$ cat src/rtl/preset_timer.sv
// Preset countdown/countup timer with pause toggle, reload and terminal-count pulse.
// Optional feature: define PRESET_TIMER_AUTORELOAD_EN to restart from the preset after each terminal count.
module preset_timer #(
  parameter int WIDTH    = 5,
  parameter int PRESET_A = 24,
  parameter int PRESET_B = 30,
  parameter int TICK_DIV = 1
) (
  input  logic             clk,
  input  logic             reset,
  input  logic             sel,
  input  logic             dir,
  input  logic             load,
  input  logic             pause,
  output logic [WIDTH-1:0] count,
  output logic             running,
  output logic             done,
  output logic             tc_pulse
);

  localparam int PW = (TICK_DIV > 1) ? $clog2(TICK_DIV) : 1;

  typedef enum logic [1:0] {S_LOAD, S_RUN, S_PAUSE, S_EXP} state_t;

  state_t           r_state;
  state_t           w_next;
  logic [2:0]       r_sync;
  logic [PW-1:0]    r_presc;
  logic [WIDTH-1:0] r_count;
  logic [WIDTH-1:0] r_limit;
  logic             r_dir;
  logic             r_tc;

  logic [WIDTH-1:0] w_ld_limit;
  logic [WIDTH-1:0] w_ld_start;
  logic [WIDTH-1:0] w_ld_term;
  logic [WIDTH-1:0] w_term;
  logic [WIDTH-1:0] w_step;
  logic [WIDTH-1:0] w_next_cnt;
  logic             w_hit;
  logic             w_tick;
  logic             w_press;
  logic             w_term_evt;

  // Falling edge seen two flops deep: the toggle lands on the 3rd low sample.
  assign w_press    = r_sync[2] & ~r_sync[1];
  assign w_tick     = (r_state == S_RUN) && (r_presc == PW'(TICK_DIV - 1));

  assign w_ld_limit = sel ? WIDTH'(PRESET_B) : WIDTH'(PRESET_A);
  assign w_ld_start = dir ? '0 : w_ld_limit;
  assign w_ld_term  = dir ? w_ld_limit : '0;
  assign w_term     = r_dir ? r_limit : '0;
  assign w_step     = r_dir ? r_count + WIDTH'(1) : r_count - WIDTH'(1);

`ifdef PRESET_TIMER_AUTORELOAD_EN
  logic [WIDTH-1:0] w_start;
  logic             w_wrap;
  localparam bit TC_HALTS = 1'b0;
  assign w_start    = r_dir ? '0 : r_limit;
  assign w_wrap     = (r_count == w_term);
  assign w_next_cnt = w_wrap ? w_start : w_step;
  assign w_hit      = !w_wrap && (w_step == w_term);
`else
  localparam bit TC_HALTS = 1'b1;
  assign w_next_cnt = w_step;
  assign w_hit      = (w_step == w_term);
`endif

  assign w_term_evt = w_tick && w_hit;

  always_ff @(posedge clk or negedge reset) begin
    if (!reset) r_state <= S_LOAD;
    else        r_state <= w_next;
  end

  // Priority: load, then terminal event, then pause toggle.
  always_comb begin
    w_next = r_state;
    if (load) begin
      w_next = S_LOAD;
    end else begin
      case (r_state)
        S_LOAD:  w_next = (w_ld_start == w_ld_term) ? S_EXP : S_RUN;
        S_RUN: begin
          if (w_term_evt)   w_next = TC_HALTS ? S_EXP : S_RUN;
          else if (w_press) w_next = S_PAUSE;
        end
        S_PAUSE: if (w_press) w_next = S_RUN;
        default: w_next = r_state;
      endcase
    end
  end

  always_comb begin
    running = (r_state == S_RUN);
    done    = (r_state == S_EXP);
  end

  always_ff @(posedge clk or negedge reset) begin
    if (!reset) r_sync <= 3'b111;
    else        r_sync <= {r_sync[1:0], pause};
  end

  // A pending reload freezes the count so the next LOAD starts from a clean state.
  always_ff @(posedge clk or negedge reset) begin
    if (!reset) begin
      r_count <= '0;
      r_limit <= '0;
      r_dir   <= 1'b0;
      r_presc <= '0;
      r_tc    <= 1'b0;
    end else begin
      r_tc <= 1'b0;
      case (r_state)
        S_LOAD: begin
          r_limit <= w_ld_limit;
          r_dir   <= dir;
          r_count <= w_ld_start;
          r_presc <= '0;
          r_tc    <= !load && (w_ld_start == w_ld_term);
        end
        S_RUN: begin
          if (!load) begin
            r_presc <= w_tick ? '0 : r_presc + PW'(1);
            if (w_tick) begin
              r_count <= w_next_cnt;
              r_tc    <= w_hit;
            end
          end
        end
        default: ;
      endcase
    end
  end

  assign count    = r_count;
  assign tc_pulse = r_tc;

endmodule

$ cat config.mk
export PLATFORM = sky130hd
export DESIGN_NAME = preset_timer
export DESIGN_NICKNAME = d
export VERILOG_FILES = /design/src/rtl/preset_timer.sv
export SDC_FILE = /design/constraint.sdc
export NUM_CORES = 1
export LEC_CHECK = 0
export ABC_AREA = 1
export CORE_MARGIN = 2
export CORE_UTILIZATION = 56
export CTS_CLUSTER_SIZE = 25
export DETAILED_ROUTE_END_ITERATION = 10
export PLACE_DENSITY = 0.93
export SLEW_MARGIN = 10
export SYNTH_ARGS = -nofsm -noshare
export SYNTH_HDL_FRONTEND = slang
export SYNTH_SLANG_ARGS = --single-unit
$ cat constraint.sdc
create_clock -name clk -period 3.85 [get_ports clk]
set_input_delay 0.385 -clock clk [delete_from_list [all_inputs] [get_ports clk]]
set_output_delay 0.385 -clock clk [all_outputs]
set_load 0.05 [all_outputs]
==> results_dict.tcl <==
set metrics [dict create \
    critPathBufInv 2 \
    yosys_warnings 0 \
    ys_seq_area_share_pct 40.51 \
    routed_wl_um 1887 \
    cp.arrival_ns 2.05 \
    cts_made_buffers 3 \
    max-cap-violations 0 \
    coreArea_um2 1541 \
    num_rows 14 \
    final_common_cell "nand2_1" \
    grt_antenna_before_repair 0 \
    numPortBuffers 13 \
    clock-sinks 15 \
    drc 0 \
    io_pins 14 \
    status "finished clean" \
    synth-simple-area-share_pct 27.94 \
    die_w_um 44.88 \
    postCtsHoldBufs 0 \
    max_freq_mhz 411.2 \
    syn_nets 135 \
    start_util_pct 60.71 \
    synthDistinctLibCells 23 \
    antennaDiodeCount 0 \
    first_pass_iters 4 \
    grt_pass1_vias 852 \
    wl_met2_um 996 \
    drv_slew 0 \
    synthXorXnorAreaFrac_pct 0.9358 \
    grt_first_pass_wirelength_um 3174 \
    clk_latency_ns 0.29 \
    nets 152 \
    post_cts_resize_count 0 \
    synth_fa_ha_area_share_pct 11.50 \
    cp.required_ns 3.46 \
    synth-compound-area-share_pct 10.70 \
    cts_buffer_depth 2 \
    root_buffer "clkbuf_4" \
    max_stage_delay_ns 0.87 \
    die_area_um2 2014 \
    drive_above_1_share_pct 9.489 \
    final_cell_mix "nand2_1, inv_1, clkdlybuf4s50_1" \
    relSlewSlack_pct 55.52 \
    hpwl_um 1515 \
    cts_setup_buffers 0 \
    synth_top_family_by_area "simple AND/OR/NAND/NOR gates" \
    first_iter_violations 15 \
    synth_area_um2 935.9 \
    viasPerCell 5.601 \
    critPathKind "reg2out" \
    num_vias 857 \
    track_usage_pct 21.27 \
    syn2layout_area_growth_pct 18.45 \
    worst-path-max-fanout 10 \
    final.setup.tns_ns 0 \
    crit_path_end_kind "output port" \
    syn_area_per_cell_um2 7.735 \
    overflow 0 \
    post-synth-top-area-fraction_pct 32.09 \
    ys_top_cells_by_area "dfrtp_1, nand2_1, ha_1" \
    rsz0062_at_grt "no" \
    ys_ff_latch 15 \
    synth_top_area_cell "dfrtp_1" \
    avgRoutedWirePerCell_um 12.33 \
    die_h_um 44.88 \
    clk_pin_slew_ns 0.10 \
    synth.area.mux_share_pct 0 \
    hold_viol 0 \
    critPathTopFamily "buffers and inverters" \
    crit_chain "inv_1 -> ha_1 -> clkdlybuf4s50_1" \
    hold_class "reg2reg" \
    synth_cells 121 \
    startpoint_type "flip-flop" \
    finalSetupViolCount 0 \
    dr_wl_met3_um 76 \
    period_minus_slack_ns 2.432 \
    fin_skew_ns 0.003853 \
    grt_max_degree 16 \
    worstMarginPinSlew_ns 0.6652 \
    met1_length_um 793 \
    highest_layer "met4" \
    cts_max_level 1 \
    fin_crit_sh_pct 63.17 \
    postRouteAntennaNets 0 \
    slowest_stage "clkdlybuf4s50_1" \
    cts_tree "built" \
    place.gp.congestion 0.8611 \
]
worst register-to-register path: stages (launching register included):
cell and delay, ns:
dfrtp_1 0.40, inv_1 0.12, fa_1 0.54, or2_0 0.24
nand2_1 0.07, nand2_1 0.06, nor2_2 0.09, nand3_2 0.12
nand2_1 0.09, nand2_2 0.06, nand2_1 0.06, nand2_1 0.05
worst paths after layout:
kind	startpoint	to	slack (ns)	depth (start not counted)
min in group asynchronous	reset	r_presc	0.49	1
min	r_sync[0]	r_sync[1]	0.36	0
min reg2reg	r_sync[0]	r_sync[1]	0.36	0
max reg2reg	count[0]	r_state[0]	1.86	11
max in group asynchronous	reset	count[3]	2.94	1
max	r_state[1]	running	1.42	3
synthesized netlist by cell type, drive strengths merged:
cell and count:
nand2 31, inv 19, dfrtp 12, nand3 12, nor2 12, a21oi 8
ha 7, o21ai 5, dfstp 3, a31oi 2, nor3 2, or2 2
a22oi 1, buf 1, fa 1, nand3b 1, o21a 1, xnor2 1
flip-flops by register name (all words and copies together) (netlist names):
signal and count:
count 5, r_sync 3, r_limit 2, r_state 2
r_dir 1, r_presc 1, tc_pulse 1
per-layer routing:
| layer | GRT usage (%) | up-vias |
|---|---|---|
| met2 | 41.45 | 19 |
| li1 | - | 420 |
| met1 | 23.38 | 415 |
| met5 | 0 | - |
| met3 | 2.400 | 3 |
| met4 | 7.647 | 0 |
kinds of logic after synthesis:
family | after synthesis
and+or+nand+nor | 60
buffers and inverters | 20
AOI/OAI and AO/OA | 17
DFF | 15
adders and majority gates | 8
xor gates and xnor gates | 1
through the flow:
step / setup slack [ns] / utilization (%) / hold WS (ns) / cell area, µm² / cells
6_report: 1.418 / 71.92 / 0.3643 / 1109 / 153
4_1_cts: 1.421 / 71.92 / 0.3652 / 1109 / 153
2_1_floorplan: 1.674 / - / 0.08941 / 935.9 / 121
3_3_place_gp: 1.785 / 69.97 / 0.3510 / 1079 / 149
3_5_place_dp: 1.746 / 69.97 / 0.3468 / 1079 / 149
5_1_grt: 1.315 / 71.92 / 0.3740 / 1109 / 153
cell type report:
cell class | instances | area (µm²)
clock buffers | 3 | 22.52
clock inverters | 1 | 7.507
fillers | 118 | 432.9
inverters | 19 | 71.32
multi-input cells | 86 | 478.0
flip-flops and latches | 15 | 379.1
well taps | 16 | 20.02
repair buffers | 13 | 130.1
Power is left out: the tool's default activity adds up to more than one toggle a clock period on the data nets, which glitch-free logic cannot reach.
